`src/rtl/mul_share_arb_if.sv`:
```
// rtl/mul_share_arb_if.sv - requester, multiplier and response bundle for the shared multiplier arbiter
interface mul_share_arb_if #(
   parameter int NREQ = 4,
   parameter int DW   = 9,
   parameter int OW   = 18
);
   logic                 en;
   logic [NREQ-1:0]      req_valid;
   logic [NREQ-1:0]      req_ready;
   logic [NREQ*DW-1:0]   req_d1;
   logic [NREQ*DW-1:0]   req_d2;
   logic [DW-1:0]        mul_d1;
   logic [DW-1:0]        mul_d2;
   logic [OW-1:0]        mul_do;
   logic [NREQ-1:0]      rsp_valid;
   logic [OW-1:0]        rsp_data;

   // Requesters plus the multiplier, seen from outside the arbiter
   modport master (
      output en, req_valid, req_d1, req_d2, mul_do,
      input  req_ready, mul_d1, mul_d2, rsp_valid, rsp_data
   );

   // The arbiter itself
   modport slave (
      input  en, req_valid, req_d1, req_d2, mul_do,
      output req_ready, mul_d1, mul_d2, rsp_valid, rsp_data
   );
endinterface

```
`src/rtl/mul_share_arb.sv`:
```
// rtl/mul_share_arb.sv - round-robin sharing of one pipelined signed multiplier; MUL_SHARE_ARB_PERF_EN adds perf counters
module mul_share_arb #(
   parameter int NREQ = 4,
   parameter int DW   = 9,
   parameter int OW   = 18,
   parameter int LAT  = 2
) (
   input  logic          clk,
   input  logic          rst,
   mul_share_arb_if.slave bus
`ifdef MUL_SHARE_ARB_PERF_EN
   ,
   output logic [31:0]   perf_ops,
   output logic [31:0]   perf_stall
`endif
);
   localparam int IW = (NREQ > 1) ? $clog2(NREQ) : 1;

   logic [IW-1:0]             rr_ptr_q, rr_ptr_d;
   logic [DW-1:0]             mul_d1_q, mul_d1_d;
   logic [DW-1:0]             mul_d2_q, mul_d2_d;
   logic [LAT-1:0]            tag_v_q, tag_v_d;
   logic [LAT-1:0][IW-1:0]    tag_idx_q, tag_idx_d;
   logic [NREQ-1:0]           rsp_valid_q, rsp_valid_d;

   logic                      gnt_found;
   logic [IW-1:0]             gnt_idx;
   logic                      xfer;

   // Round-robin search starting at rr_ptr; first valid requester wins
   always_comb begin
      logic [IW-1:0] cand;
      cand      = '0;
      gnt_found = 1'b0;
      gnt_idx   = '0;
      for (int k = 0; k < NREQ; k++) begin
         cand = IW'((int'(rr_ptr_q) + k) % NREQ);
         if (!gnt_found && bus.req_valid[cand]) begin
            gnt_found = 1'b1;
            gnt_idx   = cand;
         end
      end
   end

   // Grant, pointer advance, operand capture and tag/response pipeline
   always_comb begin
      xfer          = gnt_found & bus.en & ~rst;
      bus.req_ready = xfer ? (NREQ'(1) << gnt_idx) : '0;

      rr_ptr_d = rr_ptr_q;
      mul_d1_d = mul_d1_q;
      mul_d2_d = mul_d2_q;
      if (xfer) begin
         rr_ptr_d = (gnt_idx == IW'(NREQ - 1)) ? '0 : gnt_idx + 1'b1;
         mul_d1_d = bus.req_d1[gnt_idx*DW +: DW];
         mul_d2_d = bus.req_d2[gnt_idx*DW +: DW];
      end

      tag_v_d      = '0;
      tag_idx_d    = '0;
      tag_v_d[0]   = xfer;
      tag_idx_d[0] = gnt_idx;
      for (int i = 1; i < LAT; i++) begin
         tag_v_d[i]   = tag_v_q[i-1];
         tag_idx_d[i] = tag_idx_q[i-1];
      end

      rsp_valid_d = tag_v_q[LAT-1] ? (NREQ'(1) << tag_idx_q[LAT-1]) : '0;
   end

   // State registers; reset discards every in-flight tag
   always_ff @(posedge clk or posedge rst) begin
      if (rst) begin
         rr_ptr_q    <= '0;
         mul_d1_q    <= '0;
         mul_d2_q    <= '0;
         tag_v_q     <= '0;
         tag_idx_q   <= '0;
         rsp_valid_q <= '0;
      end else begin
         rr_ptr_q    <= rr_ptr_d;
         mul_d1_q    <= mul_d1_d;
         mul_d2_q    <= mul_d2_d;
         tag_v_q     <= tag_v_d;
         tag_idx_q   <= tag_idx_d;
         rsp_valid_q <= rsp_valid_d;
      end
   end

   assign bus.mul_d1    = mul_d1_q;
   assign bus.mul_d2    = mul_d2_q;
   assign bus.rsp_valid = rsp_valid_q;
   assign bus.rsp_data  = bus.mul_do;

`ifdef MUL_SHARE_ARB_PERF_EN
   logic [31:0] perf_ops_q, perf_ops_d;
   logic [31:0] perf_stall_q, perf_stall_d;

   // Accepted transfers and cycles where someone waited without a transfer
   always_comb begin
      perf_ops_d   = perf_ops_q + 32'(xfer);
      perf_stall_d = perf_stall_q + 32'((|bus.req_valid) & ~xfer);
   end

   // Free-running wrapping counters
   always_ff @(posedge clk or posedge rst) begin
      if (rst) begin
         perf_ops_q   <= '0;
         perf_stall_q <= '0;
      end else begin
         perf_ops_q   <= perf_ops_d;
         perf_stall_q <= perf_stall_d;
      end
   end

   assign perf_ops   = perf_ops_q;
   assign perf_stall = perf_stall_q;
`endif
endmodule

```
`src/flat_wrapper.sv`:
```
// flat-port wrapper written by rule: the top's interface ports become plain ports
module mul_share_arb_flat 
#(
   parameter int NREQ = 4,
   parameter int DW   = 9,
   parameter int OW   = 18,
   parameter int LAT  = 2
)
  (clk, rst, bus_en, bus_req_valid, bus_req_d1, bus_req_d2, bus_mul_do, bus_req_ready, bus_mul_d1, bus_mul_d2, bus_rsp_valid, bus_rsp_data);
  mul_share_arb_if #(.NREQ(NREQ), .DW(DW), .OW(OW)) bus_i ();
  input  logic clk;
  input  logic rst;
  input wire logic [$bits(bus_i.en)-1:0] bus_en;
  input wire logic [$bits(bus_i.req_valid)-1:0] bus_req_valid;
  input wire logic [$bits(bus_i.req_d1)-1:0] bus_req_d1;
  input wire logic [$bits(bus_i.req_d2)-1:0] bus_req_d2;
  input wire logic [$bits(bus_i.mul_do)-1:0] bus_mul_do;
  output wire logic [$bits(bus_i.req_ready)-1:0] bus_req_ready;
  output wire logic [$bits(bus_i.mul_d1)-1:0] bus_mul_d1;
  output wire logic [$bits(bus_i.mul_d2)-1:0] bus_mul_d2;
  output wire logic [$bits(bus_i.rsp_valid)-1:0] bus_rsp_valid;
  output wire logic [$bits(bus_i.rsp_data)-1:0] bus_rsp_data;
  assign bus_i.en = bus_en;
  assign bus_i.req_valid = bus_req_valid;
  assign bus_i.req_d1 = bus_req_d1;
  assign bus_i.req_d2 = bus_req_d2;
  assign bus_i.mul_do = bus_mul_do;
  assign bus_req_ready = bus_i.req_ready;
  assign bus_mul_d1 = bus_i.mul_d1;
  assign bus_mul_d2 = bus_i.mul_d2;
  assign bus_rsp_valid = bus_i.rsp_valid;
  assign bus_rsp_data = bus_i.rsp_data;
  mul_share_arb #(.NREQ(NREQ), .DW(DW), .OW(OW), .LAT(LAT)) u_core (.clk(clk), .rst(rst), .bus(bus_i));
endmodule
```
`config.mk`:
```
export PLATFORM = sky130hd
export DESIGN_NAME = mul_share_arb_flat
export DESIGN_NICKNAME = d
export VERILOG_FILES = /design/src/rtl/mul_share_arb_if.sv /design/src/rtl/mul_share_arb.sv /design/src/flat_wrapper.sv
export SDC_FILE = /design/constraint.sdc
export NUM_CORES = 1
export LEC_CHECK = 0
export CORE_MARGIN = 5
export CORE_UTILIZATION = 34
export DETAILED_ROUTE_END_ITERATION = 8
export PLACE_DENSITY = 0.79
export SYNTH_ARGS = -nofsm -noshare
export SYNTH_HDL_FRONTEND = slang
export SYNTH_SLANG_ARGS = --single-unit
```
`constraint.sdc`:
```
create_clock -name clk -period 2.4 [get_ports clk]
set_input_delay 0.24 -clock clk [delete_from_list [all_inputs] [get_ports clk]]
set_output_delay 0.24 -clock clk [all_outputs]
set_load 0.01 [all_outputs]
```
==> results.ini, run 1 <==
[drt]
avgViaCountPerCell=4.912
ant_nets=0
wl_per_cell_um=14.57
drt-pass1-iter-count=4
drc=0
drt_iter0_markers=67
vias=1896
wirelength_um=5623

[clock_tree]
cts_sinks=30
clockBufferDepth=2
clk-insertion-delay-late_ps=280
cts_inserted_buffers=5
cts_max_level=2
tritoncts=yes
postCtsSetupRepairBufs=0
postCtsHoldBufs=0
cts_root_buf=clkbuf_8
clk_pin_slew_ps=70

[global_route]
grt_max_degree=38
antenna_found_initial=0
grt-ovfl-total=0
grt_pass1_vias=1956
grtUsageTotal_pct=16.24
grt_pass1_wl_um=9273

[yosys]
synth_edf_count=0
ys_async_sr_fraction_pct=100.0
avgSynthCellArea_um2=8.270
yosysUniqueCellTypes=28
syn_area_um2=1844
syn_nets=321
synthFlopType=dfrtp_1
netlist.area_leader.share_pct=40.71
yosys-top-cells-area=dfrtp_1, nand2_1, o221a_2
yosys.area.top_type=dfrtp_1
synth-seq-cells=30
yosysWarningCount=0
syn_inst=223
yosysSeqAreaShare_pct=40.71

[timing]
drv_slew=0
finalHoldViolations=0
max_slew.worst_pin.slew_ps=390.4
setup_violations=0
rsz0062_at_grt=no
fin_crit_ps=2295
timing.final.crit_share_pct=95.63
max_slew_margin_pct=73.98
fmax_mhz=435.7
fin_skew_ps=4.470
fin_hold_ws_ps=351.5

[finish]
fillers=490
drive_gt1_share_pct=15.82
final_cell_mix=clkdlybuf4s50_1, nand2_1, dfrtp_1
layout_commonest_cell=clkdlybuf4s50_1
layout.nets=413
utilization_pct=57.45
areaGrowthSynthToFinish_pct=61.13
fin_cells=386
finalInstanceArea_um2=2972
n_antenna_cell=0

[floorplanning]
io_pins=141
core_area_um2=5172
die_h_um=83.65
start_util_pct=35.66
die_area_um2=6997
die_w_um=83.65
row_count=26

[place]
port_buffers=104
place.gp.congestion=0.8131
place_area_um2=2869
placed_cells=378
hpwl_um=4278

[hold_path]
hp-class=flip-flop to flip-flop
min_from=u_core.tag_idx_d[2]$_DFF_PP0_
hold_end=u_core.tag_idx_q[2]$_DFF_PP0_
min_path_cells=0

[critical_path]
start_kind=flip-flop
rr_worst_depth=7
crit_type=flip-flop to output pin
cp-end-kind=output pin
cp.arrival_ps=2060
crit_required_ps=2160
worstPathMaxFanout=5
rr_startpoint=u_core.rr_ptr_q[0]$_DFFE_PP0P_
r2r_slack_ps=420
rr_endpoint=u_core.bus.mul_d2[7]$_DFFE_PP0P_

[job]
maxCapViolations=0

[power_and_ir_drop]
irDropWorstVdd_uv=442.5
power_density_nw_per_um2=791.9
leakagePower_nw=1.340

[run_status]
outcome=finished, final reports clean

[logic make-up after synthesis]
family	after synthesis	share of synthesized area, %
AO/OA/AOI/OAI	29	15.74
adder cells (fa/ha/maj)	1	0.6783
multiplexers	2	1.221
flip-flops	30	40.71
AND/OR/NAND/NOR	122	27.95
buffers and inverters	39	13.70
[state kept, by name, indices dropped and copies added (netlist names)]
name                  flops
u_core.bus.mul_d2         9
u_core.tag_v_q            2
u_core.tag_idx_d          2
u_core.tag_idx_q          2
u_core.bus.rsp_valid      4
u_core.bus.mul_d1         9
u_core.rr_ptr_q           2
[layer usage]
metal	routed length, um	track usage (%)	up-vias
met5	0	0	-
met3	402	4.344	15
met1	2395	19.09	889
li1	-	-	920
met2	2688	28.05	72
met4	138	6.287	0
[layout make-up]
type                       instances  area, um2  area share [%]
clock buffer                       6      82.58           2.779
timing repair buffer             119       1156           38.91
multi-input combinational        154      862.1           29.01
sequential                        30      752.0           25.31
tap                               70      87.58           2.947
inverter                           5      18.77          0.6316
clock inverter                     2      12.51          0.4211
[through the flow]
stage               setup slack, ps  setup TNS (ps)  total power, mW
floorplan                     260.9               0            1.399
global placement             -42.72          -48.68            1.915
detailed placement           -72.10          -91.08            1.944
CTS                           9.355               0            2.379
global route                  10.94               0            2.518
finish                        104.9               0            2.353
[cell usage after synthesis, types with 2 or more instances]
cell type / count
a21oi_1: 3
and3_1: 2
buf_6: 2
nand2_1: 91
mux2_2: 2
nand3_1: 17
buf_2: 7
inv_1: 5
o221a_2: 20
dfrtp_1: 30
o22a_1: 2
buf_4: 19
nor2_1: 4
clkbuf_1: 5
[critical path, stage by stage (launching register included)]
cell	delay (ps)
dfrtp_2	440
or3b_2	520
o221ai_4	90
inv_1	110
ha_1	200
and2_1	140
dlygate4sd2_1	280
[how the worst max path moves through the flow]
stage	from	endpoint	slack, ps	depth (start not counted)
after global placement	bus_req_valid[0]	bus_req_ready[3]	-40	7
after detailed placement	bus_req_valid[0]	bus_req_ready[3]	-70	7
after CTS	u_core.rr_ptr_q[0]$_DFFE_PP0P_	bus_req_ready[0]	9	5
after global routing	u_core.rr_ptr_q[0]$_DFFE_PP0P_	bus_req_ready[3]	10	6
final	u_core.rr_ptr_q[0]$_DFFE_PP0P_	bus_req_ready[3]	100	6
after floorplan	rst	bus_req_ready[2]	260	7
[power breakdown]
group	internal [mW]	switching [mW]
Clock	0.230	0.201
Sequential	0.672	0.0982
Combinational	0.650	0.502
[what timing repair did]
item	in CTS	in global routing
gates resized for setup	3	3
gates cloned	0	0
endpoints found under the setup margin	4	3
No activity file was read; power rests on OpenSTA's default activity.
==> inputs of run 2 (changes only) <==
MAX_ROUTING_LAYER = met4   (was not set)
==> run 2 against run 1 <==
Against the previous run:
- clock power is essentially flat
- routed wire length grew 0.20%
- fmax barely moved
- sequential cell count is the same
- via count is 0.47% lower
- utilization stayed put
- die area is the same
- first-iteration DRC count is the same
- clock skew is essentially flat
- worst setup slack got worse by 0.51 ps
- cell area unchanged
- final cell count is the same
==> results.ini, run 2 (synthesis gave the netlist of run 1 again) <==
[run_status]
outcome=finished, final reports clean

[finish]
drive_gt1_share_pct=15.82
final_cell_mix=clkdlybuf4s50_1, nand2_1, dfrtp_1
areaGrowthSynthToFinish_pct=61.13
fin_cells=386
layout.nets=413
layout_commonest_cell=clkdlybuf4s50_1
n_antenna_cell=0
finalInstanceArea_um2=2972
utilization_pct=57.45
fillers=490

[timing]
max_slew_margin_pct=74.40
fin_skew_ps=4.273
finalWorstSetupSlack_ps=104.4
setup_violations=0
max_slew.worst_pin.slew_ps=384.1
drv_slew=0
finalHoldViolations=0
timing.final.crit_share_pct=95.65
rsz0062_at_grt=no
final.setup.tns_ps=0
fmax_mhz=435.6
fin_crit_ps=2296
fin_hold_ws_ps=351.9

[power_and_ir_drop]
finalPower_mw=2.353
irDropWorstVdd_uv=439.3
power_density_nw_per_um2=791.7
leakagePower_nw=1.340

[drt]
wirelength_um=5634
vias=1887
drc=0
wl_per_cell_um=14.60
ant_nets=0
drt-pass1-iter-count=4
avgViaCountPerCell=4.889
drt_iter0_markers=67

[critical_path]
worstPathMaxFanout=5
crit_required_ps=2160
crit_type=flip-flop to output pin
cp-end-kind=output pin
start_kind=flip-flop
cp.arrival_ps=2060

[floorplanning]
die_w_um=83.65
row_count=26
die_area_um2=6997
start_util_pct=35.66
die_h_um=83.65
core_area_um2=5172
io_pins=141

[clock_tree]
postCtsHoldBufs=0
cts_sinks=30
clk-insertion-delay-late_ps=280
cts_inserted_buffers=5
tritoncts=yes
cts_root_buf=clkbuf_8
cts_max_level=2
clockBufferDepth=2
clk_pin_slew_ps=70

[global_route]
grtUsageTotal_pct=16.72
grt_pass1_vias=1964
grt-ovfl-total=0
grt_max_degree=38
grt_pass1_wl_um=9266
antenna_found_initial=0

[hold_path]
hp-class=flip-flop to flip-flop

[place]
port_buffers=104
hpwl_um=4278
place.gp.congestion=0.8251
post-place-ws_ps=-72.10
place_area_um2=2869
placed_cells=378

[job]
maxCapViolations=0

[run 2: power by group]
group	switching (mW)	leakage, nW	internal, mW	total, mW
registers	0.0985	0.349	0.672	0.770
logic	0.500	0.944	0.650	1.15
clock network	0.202	0.0472	0.230	0.432
total	0.800	1.34	1.55	2.35
[run 2: per-layer routing]
layer	track usage, %	wire length [um]	up-vias	share of wire (%)
met5	-	0	-	0
met4	6.287	138	0	2.4
met3	3.949	346	15	6.1
met2	27.98	2709	70	48
met1	19.45	2441	883	43
li1	-	-	919	-
[run 2: worst max-delay path, cell delays in order (launching register included)]
cell and delay [ps]:
dfrtp_2 440, or3b_2 520, o221ai_4 90, inv_1 110, ha_1 200, and2_1 140
dlygate4sd2_1 280
[run 2: cell type report]
type	count	area, um2	area share [%]
clock buffers	6	82.58	2.779
flip-flops and latches	30	752.0	25.31
multi-input cells	154	862.1	29.01
inverters	5	18.77	0.6316
repair buffers	119	1156	38.91
well taps	70	87.58	2.947
clock inverters	2	12.51	0.4211
[run 2: worst paths after layout]
check | from | end | slack (ps) | cells after the start
setup / recovery | u_core.rr_ptr_q[0]$_DFFE_PP0P_ | bus_req_ready[3] | 100 | 6
hold / removal | u_core.tag_v_q[0]$_DFF_PP0_ | u_core.tag_v_q[1]$_DFF_PP0_ | 350 | 0
setup reg to reg | u_core.rr_ptr_q[0]$_DFFE_PP0P_ | u_core.bus.mul_d2[7]$_DFFE_PP0P_ | 430 | 7
hold reg to reg | u_core.tag_v_q[0]$_DFF_PP0_ | u_core.tag_v_q[1]$_DFF_PP0_ | 350 | 0
max in group asynchronous | rst | u_core.rr_ptr_q[0]$_DFFE_PP0P_ | 1750 | 3
min in group asynchronous | rst | u_core.rr_ptr_q[1]$_DFFE_PP0P_ | 360 | 3
[run 2: timing repair]
| item | CTS | global route |
|---|---|---|
| cloned | 0 | 0 |
| resized for setup | 3 | 3 |
| buffers inserted | 0 | 0 |
| hold endpoints to repair | 0 | 0 |
| endpoints found under the setup margin | 4 | 3 |
==> inputs of run 3 (changes only) <==
CTS_CLUSTER_DIAMETER = 30   (was not set)
==> results of run 3 <==
No change in the layout: final DEF, timing and power equal those of run 2.
